File: config.mk
export PLATFORM = sky130hd
export DESIGN_NAME = param_sync_fifo
export DESIGN_NICKNAME = d
export VERILOG_FILES = /design/src/rtl/param_sync_fifo.sv
export SDC_FILE = /design/constraint.sdc
export NUM_CORES = 1
export LEC_CHECK = 0
export ABC_AREA = 1
export CAP_MARGIN = 10
export CORE_MARGIN = 3
export CORE_UTILIZATION = 50
export DETAILED_ROUTE_END_ITERATION = 10
export GPL_ROUTABILITY_DRIVEN = 1
export PLACE_DENSITY_LB_ADDON = 0.2
export SLEW_MARGIN = 40
export SYNTH_ARGS = -nofsm -noshare
export SYNTH_HDL_FRONTEND = slang
export SYNTH_SLANG_ARGS = --single-unit
File: constraint.sdc
create_clock -name clk -period 3.1 [get_ports clk]
set_input_delay 0.775 -clock clk [delete_from_list [all_inputs] [get_ports clk]]
set_output_delay 0.775 -clock clk [all_outputs]
set_load 0.1 [all_outputs]
File: src/rtl/param_sync_fifo.sv
// Parametrised single-clock FIFO with occupancy count, threshold flags,
// sticky overflow/underflow errors and a registered read port with valid strobe.
module param_sync_fifo #(
  parameter int unsigned WIDTH    = 9,
  parameter int unsigned DEPTH    = 8,
  parameter int unsigned AF_LEVEL = DEPTH - 2,
  parameter int unsigned AE_LEVEL = 2
) (
  input  logic                       clk,
  input  logic                       rst,
  input  logic                       clr,
  input  logic                       wr_en,
  input  logic [WIDTH-1:0]           wr_data,
  input  logic                       rd_en,
  output logic [WIDTH-1:0]           rd_data,
  output logic                       rd_valid,
  output logic                       full,
  output logic                       empty,
  output logic                       almost_full,
  output logic                       almost_empty,
  output logic [$clog2(DEPTH+1)-1:0] count,
  output logic                       overflow,
  output logic                       underflow,
  input  logic                       err_clr
);

  localparam int unsigned AW = $clog2(DEPTH);
  localparam int unsigned CW = $clog2(DEPTH + 1);

  logic [WIDTH-1:0] mem [DEPTH];
  logic [AW-1:0]    wr_ptr;
  logic [AW-1:0]    rd_ptr;
  logic [CW-1:0]    count_q;
  logic             rd_accept;
  logic             wr_accept;
  logic             ovf_set;
  logic             unf_set;

  // Flags decode the count register directly so they track it with no added latency.
  assign count        = count_q;
  assign empty        = (count_q == '0);
  assign full         = (count_q == CW'(DEPTH));
  assign almost_full  = (count_q >= CW'(AF_LEVEL));
  assign almost_empty = (count_q <= CW'(AE_LEVEL));

  // A flush suppresses every transfer and error in its cycle.
  assign rd_accept = rd_en & ~empty & ~clr;
  assign wr_accept = wr_en & (~full | rd_accept) & ~clr;
  assign ovf_set   = wr_en & ~wr_accept & ~clr;
  assign unf_set   = rd_en & empty & ~clr;

  // Storage is deliberately left unreset.
  always_ff @(posedge clk) begin
    if (wr_accept) begin
      mem[wr_ptr] <= wr_data;
    end
  end

  always_ff @(posedge clk or negedge rst) begin
    if (!rst) begin
      wr_ptr    <= '0;
      rd_ptr    <= '0;
      count_q   <= '0;
      rd_data   <= '0;
      rd_valid  <= 1'b0;
      overflow  <= 1'b0;
      underflow <= 1'b0;
    end else begin
      if (clr) begin
        wr_ptr   <= '0;
        rd_ptr   <= '0;
        count_q  <= '0;
        rd_valid <= 1'b0;
      end else begin
        if (wr_accept) begin
          wr_ptr <= wr_ptr + AW'(1);
        end
        if (rd_accept) begin
          rd_data  <= mem[rd_ptr];
          rd_ptr   <= rd_ptr + AW'(1);
          rd_valid <= 1'b1;
        end else begin
          rd_valid <= 1'b0;
        end
        case ({wr_accept, rd_accept})
          2'b10:   count_q <= count_q + CW'(1);
          2'b01:   count_q <= count_q - CW'(1);
          default: count_q <= count_q;
        endcase
      end
      // A new error in the same cycle as err_clr wins over the clear.
      if (ovf_set) begin
        overflow <= 1'b1;
      end else if (err_clr) begin
        overflow <= 1'b0;
      end
      if (unf_set) begin
        underflow <= 1'b1;
      end else if (err_clr) begin
        underflow <= 1'b0;
      end
    end
  end

endmodule

==> out/metrics.yaml, run 1 <==
synth:
  synth_edf_count: 72
  synth_common_cells: "edfxtp_1 (72), nor2_1 (64), nand2_1 (50)"
  ys_seq_area_share_pct: 69.9
  synthArstFlopShare_pct: 23.4
  synth_nets: 357
  syn_inst: 337
  synth_area_leaders: "edfxtp_1 (56%), dfrtp_1 (14%), nor2_1 (6.2%)"
  yosys_register_bits: 94
  synth.distinct_cells: 23
  yosysWarnings: 0
  synth_top_area_cell: "edfxtp_1"
  avgSynthCellArea_sq_um: 11.5
  syn_area_sq_um: 3880
  yosysMostFrequentCell: "edfxtp_1"
  ys.flop_type: "edfxtp_1"
  yosys.area.top_type_share_pct: 55.7
timing:
  setup_violations: 0
  fin_ws_ns: 0.667
  rsz0062_at_grt: "no"
  max_freq_mhz: 411
  period_needed_ns: 2.43
  worst_slew_pin_slew_ns: 0.581
  slew_headroom_pct: 61.2
  finalCritPeriodShare_pct: 78.5
  clock_skew_ns: 0.0156
  drv_slew: 0
  final-hold-violation-count: 0
power_and_ir_drop:
  pwr-share-seq_pct: 40.3
  netSwitchingFraction_pct: 46.4
  power_density_nw_per_um2: 884
  comb_power_share_pct: 40.4
  p_int_w: 0.00214
  power.leakage_nw: 1.75
  clockPowerShare_pct: 19.3
  switchingPower_w: 0.00185
  peakVddDrop_v: 0.000442
floorplanning:
  rows: 31
  core_sq_um: 7410
  fp.dieW_microns: 94.1
  start_util_pct: 52.4
  dieHeight_microns: 94.1
  die_area_sq_um: 8860
  ios: 35
final_layout:
  layout-drive-gt1-share_pct: 16.6
  diodes: 0
  nets: 400
  fillCellCount: 601
  area_growth_pct: 16.4
  instances_no_fill: 484
  final_area_sq_um: 4520
cts:
  cts_tree: "built"
  insertion_delay_ns: 0.37
  clockRootBuffer: "clkbuf_8"
  postCtsSetupRepairBufs: 0
  hold_buffers: 0
  htreeDepth: 3
  clock_path_buffers: 2
  path_clk_slew_ns: 0.10
  cts.repair.resized: 0
  cts_made_buffers: 9
  cts_sinks: 94
detailed_routing:
  finalWirelength_microns: 7720
  routed-via-count: 2522
  first_pass_iters: 5
  wl_per_cell_microns: 16.0
  ant_nets: 0
  viasPerCell: 5.21
  drt_iter0_drc: 152
  drc: 0
placed_design:
  place_area_sq_um: 4330
  dp_hpwl_microns: 5080
  routabilityCongestion: 0.786
  numPortBuffers: 34
  post-place-ws_ns: 0.291
  placedCellCount: 468
worst_setup_path:
  cp_common_cell: "nand2_1"
  worst-path-buf-inv: 4
  cp_max_fo: 4
  crit_family: "buffers and inverters"
  cp.arrival_ns: 2.70
  end_kind: "flip-flop"
  crit_required_ns: 3.36
  critPathKind: "in2reg"
  critPathLaunchType: "input pin"
  cpPeakStageDelay_ns: 0.57
  crit_path_cell_trace: "clkdlybuf4s50_1 -> inv_2 -> nand2_2 -> inv_2 -> nand3_1 -> inv_1 -> ha_1 -> a21oi_1 -> nand2_1 -> nand2_1 -> nand2_1 -> nand2_1 -> nand2_1 -> nand2_1 -> nand2_1"
  cpMaxStageDelayCell: "clkdlybuf4s50_1"
global_routing:
  grt-ovfl-total: 0
  grt_pass1_vias: 2437
  antenna_found_initial: 0
  grt_max_degree: 37
  grt_first_pass_wirelength_microns: 12500
  track_usage_pct: 19.1
run_status:
  status: "finished clean"
flow_run:
  max-cap-violations: 0
min_path:
  min_path_type: "reg2reg"
routing by layer:
layer  wire length, microns  global-route usage, %
met1                   3320                   26.2
met2                   3780                   30.2
met3                    505                   4.01
met4                    114                   7.22
met5                      0                      0
worst register-to-register path, stage by stage, from the launching register on:
cell and delay, ns:
dfrtp_1 0.52, nor2_2 0.19, nand2_2 0.12, nand3_1 0.12
inv_1 0.10, ha_1 0.33, a21oi_1 0.21, nand2_1 0.07
nand2_1 0.08, nand2_1 0.05, nand2_1 0.05, nand2_1 0.04
nand2_1 0.06, nand2_1 0.04
logic make-up after synthesis:
logic type / share of synthesized area (%)
fa+ha+maj: 1.81
buf+inv: 3.74
xor+xnor: 0.226
flops: 69.9
simple gates: 14.4
compound gates: 9.96
area by class of cell:
type	instances	area (sq um)	area share, %
well taps	99	124	2.74
clock buffers	9	124	2.74
flip-flops and latches	94	2710	60.1
inverters	17	63.8	1.41
multi-input cells	211	1040	23.1
clock inverters	7	62.6	1.38
repair buffers	47	388	8.58
sequential cells by signal, indices dropped and copies added (netlist names):
signal,count
mem,72
rd_data,9
count,4
rd_ptr,3
wr_ptr,3
overflow,1
rd_valid,1
underflow,1
path summary, 6_finish.rpt:
kind | start | endpoint | slack, ns | cells past startpoint
max | clr | count[3] | 0.67 | 15
min | rd_data[3] | rd_data[3] | 0.49 | 2
max reg2reg | count[0] | count[3] | 1.01 | 13
min reg2reg | rd_data[3] | rd_data[3] | 0.49 | 2
max in group asynchronous | rst | rd_ptr[1] | 2.10 | 2
min in group asynchronous | rst | rd_data[6] | 0.75 | 2
metrics by stage:
step	setup TNS, ns	hold WS [ns]	utilization [%]	power [W]
2_1_floorplan	-0.00147	0.479	-	0.00290
3_3_place_gp	0	0.466	58.5	0.00324
3_5_place_dp	0	0.469	58.5	0.00326
4_1_cts	0	0.494	61.0	0.00403
5_1_grt	0	0.506	61.0	0.00422
6_report	0	0.488	61.0	0.00399
power groups by stage:
| stage | Combinational, W | Clock (W) | Sequential [W] |
|---|---|---|---|
| final | 0.00161 | 0.000771 | 0.00161 |
| after global routing | 0.00174 | 0.000846 | 0.00163 |
| after CTS | 0.00163 | 0.000788 | 0.00161 |
| after detailed placement | 0.00162 | 0 | 0.00164 |
| after global placement | 0.00161 | 0 | 0.00163 |
| after floorplan | 0.000721 | 0 | 0.00218 |
layout by cell type (no fill, tap or decap), types with 3 or more instances in the layout:
master           synthesis  final
o21ai_0                 31     31
buf_4                    1     33
clkdlybuf4s50_1          0     14
inv_6                    0      3
o21ai_1                 11     11
ha_1                     4      4
inv_2                    4      4
edfxtp_1                72     72
nor2_2                   3      3
nand3_1                 16     16
nor2_1                  64     64
o211ai_1                18     18
nand2_2                  4      4
dfrtp_1                 22     21
clkbuf_8                 0      9
inv_1                   13     13
nand2_1                 50     50
a21oi_1                  4      3
Power figures use the tool's default switching activity.
==> run 2, diff against run 1 <==
==> constraint.sdc (replaced) <==
create_clock -name clk -period 2.1 [get_ports clk]
set_input_delay 0.525 -clock clk [delete_from_list [all_inputs] [get_ports clk]]
set_output_delay 0.525 -clock clk [all_outputs]
set_load 0.1 [all_outputs]
==> run 2 against run 1 <==
Sequential share of layout area decreased by 3.6 points. Cell count increased by 5.4%. First-iteration DRC count increased by 20%. Clock power increased by 29%. Critical path type is now reg2out.
==> out/metrics.yaml, run 2 (same netlist as run 1, synthesis figures left out) <==
worst_setup_path:
  r2r_slack_ns: 0.11
  crit_start: "count[2]"
  cpMaxStageDelayCell: "dfrtp_4"
  crit_family: "flip-flops"
  cp_max_fo: 5
  critPathKind: "reg2out"
  worst-r2r-cell-count: 8
  critPathLaunchType: "flip-flop"
  critPathCapture: "full"
  r2r-end: "mem[1][4]"
  end_kind: "output pin"
  cpPeakStageDelay_ns: 0.52
  cp.arrival_ns: 1.49
  crit_required_ns: 1.57
  cp.depth: 3
  crit_path_cell_trace: "buf_4 -> nor4_4 -> buf_12"
  worst-path-buf-inv: 2
  r2r_start: "count[3]"
power_and_ir_drop:
  power_density_nw_per_um2: 1280
  switchingPower_w: 0.00272
  power.leakage_nw: 1.88
  pwr-share-seq_pct: 37.8
  clockPowerShare_pct: 16.0
  netSwitchingFraction_pct: 44.0
  p_int_w: 0.00347
  comb_power_share_pct: 46.1
  peakVddDrop_v: 0.000674
global_routing:
  antenna_found_initial: 0
  grt_pass1_vias: 2569
  grt_first_pass_wirelength_microns: 12800
  grt-ovfl-total: 0
  grt_max_degree: 37
  track_usage_pct: 19.3
timing:
  final-hold-violation-count: 0
  setup_violations: 0
  drv_slew: 0
  clock_skew_ns: 0.00973
  max_freq_mhz: 496
  period_needed_ns: 2.02
  finalCritPeriodShare_pct: 96.0
  worst_slew_pin_slew_ns: 0.621
  slew_headroom_pct: 58.6
  rsz0062_at_grt: "yes"
detailed_routing:
  routed-via-count: 2667
  finalWirelength_microns: 7980
  wl_per_cell_microns: 15.6
  viasPerCell: 5.23
  drt_iter0_drc: 183
  drc: 0
  ant_nets: 0
  first_pass_iters: 4
final_layout:
  layout-drive-gt1-share_pct: 22.4
  instances_no_fill: 510
  layout_commonest_cell: "edfxtp_1"
  final_util_pct: 65.2
  nets: 426
  area_growth_pct: 24.5
  most-common-layout-cells: "edfxtp_1 (72), nor2_1 (64), buf_4 (51), nand2_1 (50), o21ai_0 (31)"
  largest_reg_flops: 72
  top_register: "mem"
  diodes: 0
cts:
  cts_sinks: 94
  insertion_delay_ns: 0.35
  clock_path_buffers: 2
  path_clk_slew_ns: 0.08
  htreeDepth: 3
  cts_tree: "built"
  clockRootBuffer: "clkbuf_8"
  cts_made_buffers: 9
placed_design:
  routabilityCongestion: 0.731
  placedCellCount: 487
  dp_hpwl_microns: 5460
  numPortBuffers: 34
floorplanning:
  dieHeight_microns: 94.1
  ios: 35
  start_util_pct: 52.4
  die_area_sq_um: 8860
  fp.dieW_microns: 94.1
  core_sq_um: 7410
  rows: 31
flow_run:
  max-cap-violations: 0
min_path:
  min_path_type: "reg2reg"
run_status:
  status: "finished clean"
[run 2: cell types whose count changed in the layout (fill, tap and decap cells not counted), moves of 3 or more]
cell,change
buf_12,+8
inv_6,-3
dfrtp_1,-3
buf_4,+18
clkbuf_1,+3
dfrtp_4,+4
[run 2: per-stage QoR]
step / power, W / TNS (ns) / hold WS [ns] / instance area, sq um / worst slack [ns]
after floorplan: 0.00432 / -0.209 / 0.229 / 3930 / -0.209
after global placement: 0.00510 / -9.46 / 0.464 / 4600 / -0.223
after detailed placement: 0.00514 / -11.35 / 0.467 / 4600 / -0.260
after CTS: 0.00616 / -0.00577 / 0.489 / 4770 / -0.00577
after global routing: 0.00650 / -0.202 / 0.497 / 4830 / -0.0234
final: 0.00620 / 0 / 0.487 / 4830 / 0.0832
[run 2: layout make-up]
class                   count  area [sq um]
inverters                  17          63.8
well taps                  99           124
repair buffers             73           683
multi-input cells         211          1080
flip-flops and latches     94          2730
fillers                   537          2570
clock inverters             4          23.8
clock buffers              12           135
[run 2: worst min-delay path by stage]
| stage | from | endpoint | slack [ns] | cells past startpoint |
|---|---|---|---|---|
| 2_1_floorplan | rst | overflow | 0.23 | 0 |
| 3_3_place_gp | rd_data[3] | rd_data[3] | 0.46 | 2 |
| 3_5_place_dp | rd_data[3] | rd_data[3] | 0.47 | 2 |
| 4_1_cts | rd_data[3] | rd_data[3] | 0.49 | 2 |
| 5_1_grt | rd_data[1] | rd_data[1] | 0.50 | 2 |
| 6_report | rd_data[3] | rd_data[3] | 0.49 | 2 |
[run 2: repair_timing]
action | CTS | global route
setup endpoints to repair | 2 | 14
buffers inserted | 2 | 5
endpoints found under the hold margin | 0 | 0
cloned | 0 | 0
hold buffers | 0 | 0
pin swaps | 1 | 1
resized for setup | 0 | 3
[run 2: power by group through the flow]
stage | registers (W) | clock network (W) | logic (W)
2_1_floorplan | 0.00325 | 0 | 0.00108
3_3_place_gp | 0.00239 | 0 | 0.00271
3_5_place_dp | 0.00240 | 0 | 0.00274
4_1_cts | 0.00235 | 0.00102 | 0.00279
5_1_grt | 0.00236 | 0.00109 | 0.00304
6_report | 0.00234 | 0.000993 | 0.00286
[run 2: tightest hold or removal path: cells and delay by family (launching register included)]
family / cells / cell delay, ns
flops: 1 / 0.35
simple gates: 2 / 0.11
[run 2: metal layers]
| metal | up-vias | wire, microns | share of wire, % | global-route usage, % |
|---|---|---|---|---|
| met5 | - | 0 | 0 | 0 |
| met4 | 0 | 88 | 1.1 | 4.33 |
| met3 | 9 | 579 | 7.3 | 5.13 |
| met2 | 84 | 3780 | 47 | 31.0 |
| met1 | 1266 | 3530 | 44 | 26.4 |
| li1 | 1308 | - | - | - |
==> run 3, diff against run 2 <==
--- a/config.mk
+++ b/config.mk
@@ -11,7 +11,9 @@
 export CORE_UTILIZATION = 50
 export DETAILED_ROUTE_END_ITERATION = 10
 export GPL_ROUTABILITY_DRIVEN = 1
+export MAX_ROUTING_LAYER = met4
 export PLACE_DENSITY_LB_ADDON = 0.2
+export SKIP_CTS_REPAIR_TIMING = 1
 export SLEW_MARGIN = 40
 export SYNTH_ARGS = -nofsm -noshare
 export SYNTH_HDL_FRONTEND = slang
==> run 3 against run 2 <==
The flow now finishes with violations (setup timing). Global-route usage increased by 0.52 points. Wire length increased by 0.66%. First-iteration DRC count increased by 10%. Register-to-register slack about the same. Via count decreased by 0.15%. Count of clock-buffer cells in the layout unchanged. Utilization increased by 0.17 points. Non-clock buffer count unchanged. Total power increased by 0.45%. Highest routed layer unchanged.
==> out/metrics.yaml, run 3 (same netlist as run 1, synthesis figures left out) <==
timing:
  fin_ws_ns: -0.00671
  worst_slew_pin_slew_ns: 0.631
  max_freq_mhz: 475
  whs_ns: 0.483
  setup_violations: 1
  finalCritPeriodShare_pct: 100
  clock_skew_ns: 0.0101
  slew_headroom_pct: 57.9
  drv_slew: 0
  period_needed_ns: 2.11
  rsz0062_at_grt: "yes"
  final-hold-violation-count: 0
placed_design:
  routabilityCongestion: 0.740
  dp_hpwl_microns: 5460
  numPortBuffers: 34
  place_area_sq_um: 4600
  post-place-ws_ns: -0.260
min_path:
  min_path_type: "reg2reg"
  holdPathStages: 2
power_and_ir_drop:
  power_density_nw_per_um2: 1280
  power.leakage_nw: 1.89
  peakVddDrop_v: 0.000662
detailed_routing:
  drt_iter0_drc: 202
  wl_per_cell_microns: 15.8
  routed-via-count: 2663
  finalWirelength_microns: 8030
  first_pass_iters: 5
  ant_nets: 0
  drc: 0
  viasPerCell: 5.22
global_routing:
  grt-ovfl-total: 0
  antenna_found_initial: 0
  track_usage_pct: 19.8
  grt_pass1_vias: 2552
  grt_first_pass_wirelength_microns: 12800
  grt_max_degree: 37
cts:
  path_clk_slew_ns: 0.08
  clockRootBuffer: "clkbuf_8"
  clock_path_buffers: 2
  cts_sinks: 94
  cts_made_buffers: 9
  cts_tree: "built"
  htreeDepth: 3
  insertion_delay_ns: 0.35
worst_setup_path:
  worst-r2r-cell-count: 8
  critPathKind: "reg2out"
  end_kind: "output pin"
  cp.arrival_ns: 1.58
  crit_required_ns: 1.57
  cp_max_fo: 6
  critPathLaunchType: "flip-flop"
flow_run:
  max-cap-violations: 0
final_layout:
  layout_commonest_cell: "edfxtp_1"
  most-common-layout-cells: "edfxtp_1 (72), nor2_1 (64), nand2_1 (50), buf_4 (50), o21ai_0 (31)"
  top_register: "mem"
  nets: 426
  diodes: 0
  area_growth_pct: 24.9
  final_area_sq_um: 4850
  multiInputGateArea_sq_um: 1080
  ff_latch_area_sq_um: 2730
  layout-drive-gt1-share_pct: 22.4
  largest_reg_flops: 72
  fillCellCount: 539
floorplanning:
  fp.dieW_microns: 94.1
  die_area_sq_um: 8860
  core_sq_um: 7410
  dieHeight_microns: 94.1
  start_util_pct: 52.4
  rows: 31
  ios: 35
run_status:
  violations: "setup timing"
  status: "finished with violations"
## run 3: changes by cell type in the layout (fill, tap and decap cells not counted)
cell	delta
buf_4	-1
buf_12	+1
## run 3: critical path: stages, from the launching register on
cell and delay, ns:
dfrtp_4 0.44, buf_4 0.18, inv_1 0.07, o21ai_0 0.23, inv_1 0.13, buf_12 0.18
## run 3: power by group
| part | leakage, nW | internal (W) | switching, W |
|---|---|---|---|
| clock network | 0.0740 | 0.000425 | 0.000562 |
| registers | 0.930 | 0.00219 | 0.000159 |
| logic | 0.885 | 0.000877 | 0.00201 |
| total | 1.89 | 0.00349 | 0.00273 |
## run 3: layout make-up
class,count,share of cell area (%)
Clock buffer,12,2.79
Clock inverter,4,0.491
Inverter,17,1.32
Multi-Input combinational cell,211,22.2
Sequential cell,94,56.3
Tap cell,99,2.56
Timing Repair Buffer,73,14.4
## run 3: per-layer routing
metal	track usage, %	part of all wire [%]	vias to the layer above
met5	-	0	-
met4	4.45	1.4	0
met3	5.37	5.8	12
met2	30.8	48	84
met1	26.4	45	1261
li1	-	-	1306
## run 3: final timing paths
path / startpoint / endpoint / slack, ns
hold reg to reg: rd_data[3] / rd_data[3] / 0.48
hold / removal: rd_data[3] / rd_data[3] / 0.48
max in group asynchronous: rst / count[3] / 1.33
min in group asynchronous: rst / rd_data[1] / 0.52
setup / recovery: count[0] / almost_empty / -0.007
setup reg to reg: count[3] / mem[1][4] / 0.12
## run 3: through the flow
step	std cells	power, W	TNS (ns)	utilization, %
global route	510	0.00653	-0.368	65.4
CTS	503	0.00613	-0.0197	64.2
finish	510	0.00622	-0.00671	65.4
floorplan	337	0.00432	-0.209	-
global placement	487	0.00510	-9.46	62.1
detailed placement	487	0.00514	-11.35	62.1
==> patch, RTL diff (flow settings as in run 3) <==
Put one more register stage on the output `underflow`, with the module's reset. The value now appears one clock later. The other outputs are not delayed to match. Comments in the files are not updated.
--- a/src/rtl/param_sync_fifo.sv
+++ b/src/rtl/param_sync_fifo.sv
@@ -26,6 +26,8 @@
 
   localparam int unsigned AW = $clog2(DEPTH);
   localparam int unsigned CW = $clog2(DEPTH + 1);
+
+  logic underflow_s0;
 
   logic [WIDTH-1:0] mem [DEPTH];
   logic [AW-1:0]    wr_ptr;
@@ -64,7 +66,7 @@
       rd_data   <= '0;
       rd_valid  <= 1'b0;
       overflow  <= 1'b0;
-      underflow <= 1'b0;
+      underflow_s0 <= 1'b0;
     end else begin
       if (clr) begin
         wr_ptr   <= '0;
@@ -95,10 +97,18 @@
         overflow <= 1'b0;
       end
       if (unf_set) begin
-        underflow <= 1'b1;
+        underflow_s0 <= 1'b1;
       end else if (err_clr) begin
-        underflow <= 1'b0;
+        underflow_s0 <= 1'b0;
       end
+    end
+  end
+
+  always_ff @(posedge clk or negedge rst) begin
+    if (!rst) begin
+      underflow <= '0;
+    end else begin
+      underflow <= underflow_s0;
     end
   end
 
Formal check against the unedited RTL: not equivalent (a bounded check fails within 4 cycles, from zero or initial values and one cycle with rst low).
==> patch against run 3 <==
Clock skew about the same; sequential cell count up 1; wire length up 5.0%; final area up 1.7%; synthesized area up 0.97%; first-iteration DRC count down 31%; setup slack better by 14 ps; power up 3.9%; sequential share of layout area down 0.41 points.
==> patch: results (changes against run 3) <==
status=finished clean (was complete, but fails checks); largest net degree at the start of global routing=40 (was 37); Hold Crit Class=flip-flop to flip-flop (unchanged); Final #Nets=431 (was 426); Synth async-reset ratio=24.2% (was 23.4%); share of layout cells above drive strength 1=24.3% (was 22.4%); final clock skew=10.0 ps (was 10.1 ps); P_leak=1.94 nW (was 1.89 nW); Root Buffer=clkbuf_8 (unchanged); GRT met3 Usage=4.94% (was 5.37%); Worst VDD drop=0.578 mV (was 0.662 mV); ys flop type=edfxtp_1 (unchanged); vias in the first global route=2669 (was 2552); TritonCTS Buffers=9 (unchanged); Place WS=-310 ps (was -260 ps); Post-Syn Nets=358 (was 357); DP Area=4680 sq um (was 4600 sq um); most flop-heavy register=mem (unchanged); Global Route Usage Sum=21.0% (was 19.8%); grt met2 use=31.7% (was 30.8%); Reg clk slew, reported paths=90 ps; Crit Path Max Fanout=6 (unchanged); Post-synth EDFFs=72 (unchanged); worst skew pair latency=360 ps; distinct cell type count after synthesis=24 (was 23); Filler Cell Count=563 (was 539); Area contributors post-synth=edfxtp_1 (55%), dfrtp_1 (15%), nor2_1 (6.1%) (was edfxtp_1 (56%), dfrtp_1 (14%), nor2_1 (6.2%)); Detail Placement HPWL=5660 microns (was 5460 microns); Seq/Total Area, Yosys=69.9% (about the same); GPL Wtd Cong=0.779 (was 0.740); commonest cells in the netlist=edfxtp_1 (72), nor2_1 (64), nand2_1 (47), o21ai_0 (31), dfrtp_1 (23) (was edfxtp_1 (72), nor2_1 (64), nand2_1 (50), o21ai_0 (31), dfrtp_1 (22)); slew margin rel.=68.9% (was 57.9%); Bufs on Longest Clock Path=2 (unchanged); post-DR wirelength/cell=16.4 microns (was 15.8 microns); WP data arrival=1570 ps; DRT iter0 DRCs=140 (was 202); DRT Pass-1 Iters=4 (was 5); Vias/cell=5.32 (was 5.22); global routing met1 resource utilization=27.4% (was 26.4%); switching power total=2.81 mW (was 2.73 mW); initial antenna violation count=0 (unchanged); Ant. Diodes=0 (unchanged); I/O Buffers=34 (unchanged); Largest register FFs=72 (unchanged); YS warnings=0 (unchanged); first-pass GRT wire length=13300 microns (was 12800 microns)
[patch: cell count changes after synthesis, sizes merged]
cell,delta
inv,-1
o22ai,-1
dfrtp,+1
nand3b,+1
o21ai,+1
[patch: worst max-delay path: stages (launching register included)]
cell	delay, ps
dfrtp_4	530
buf_6	140
nor4_4	310
buf_12	210
[patch: power by group through the flow]
stage	clock [mW]	sequential, mW	combinational (mW)
2_1_floorplan	0	3.28	1.09
3_3_place_gp	0	2.39	2.79
3_5_place_dp	0	2.40	2.82
4_1_cts	1.24	2.36	2.83
5_1_grt	1.30	2.37	3.08
6_report	1.22	2.35	2.90
[patch: kinds of logic after synthesis]
kind of cell,after synthesis,synth area share [%]
simple gates,139,14.6
flops,95,69.9
compound gates,67,9.83
buf+inv,31,3.67
fa+ha+maj,5,1.79
xor+xnor,1,0.224
[patch: metrics by stage]
stage	std cells	hold slack (ps)
finish	515	388
global route	515	408
CTS	510	390
detailed placement	494	370
global placement	494	367
floorplan	338	229
[patch: area by class of cell]
| type | instances | area, sq um | share of cell area, % |
|---|---|---|---|
| Clock inverter | 4 | 55.1 | 1.12 |
| Inverter | 16 | 60.1 | 1.22 |
| Sequential cell | 95 | 2750 | 55.9 |
| Clock buffer | 12 | 145 | 2.95 |
| Tap cell | 99 | 124 | 2.51 |
| Multi-Input combinational cell | 212 | 1070 | 21.8 |
| Timing Repair Buffer | 77 | 717 | 14.6 |
[patch: final timing paths]
kind	from	to	slack, ps	cells after the start
min in group asynchronous	rst	underflow_s0	510	2
worst min register to register	underflow_s0	underflow	390	0
max in group asynchronous	rst	count[3]	1340	2
worst max register to register	count[3]	mem[2][1]	130	8
worst max-delay path	count[2]	full	7	3
worst min-delay path	underflow_s0	underflow	390	0
[patch: routing by layer]
metal | up-vias | part of all wire (%)
met5 | - | 0
met4 | 0 | 2.1
met3 | 18 | 6.8
met2 | 86 | 47
met1 | 1313 | 44
li1 | 1321 | -
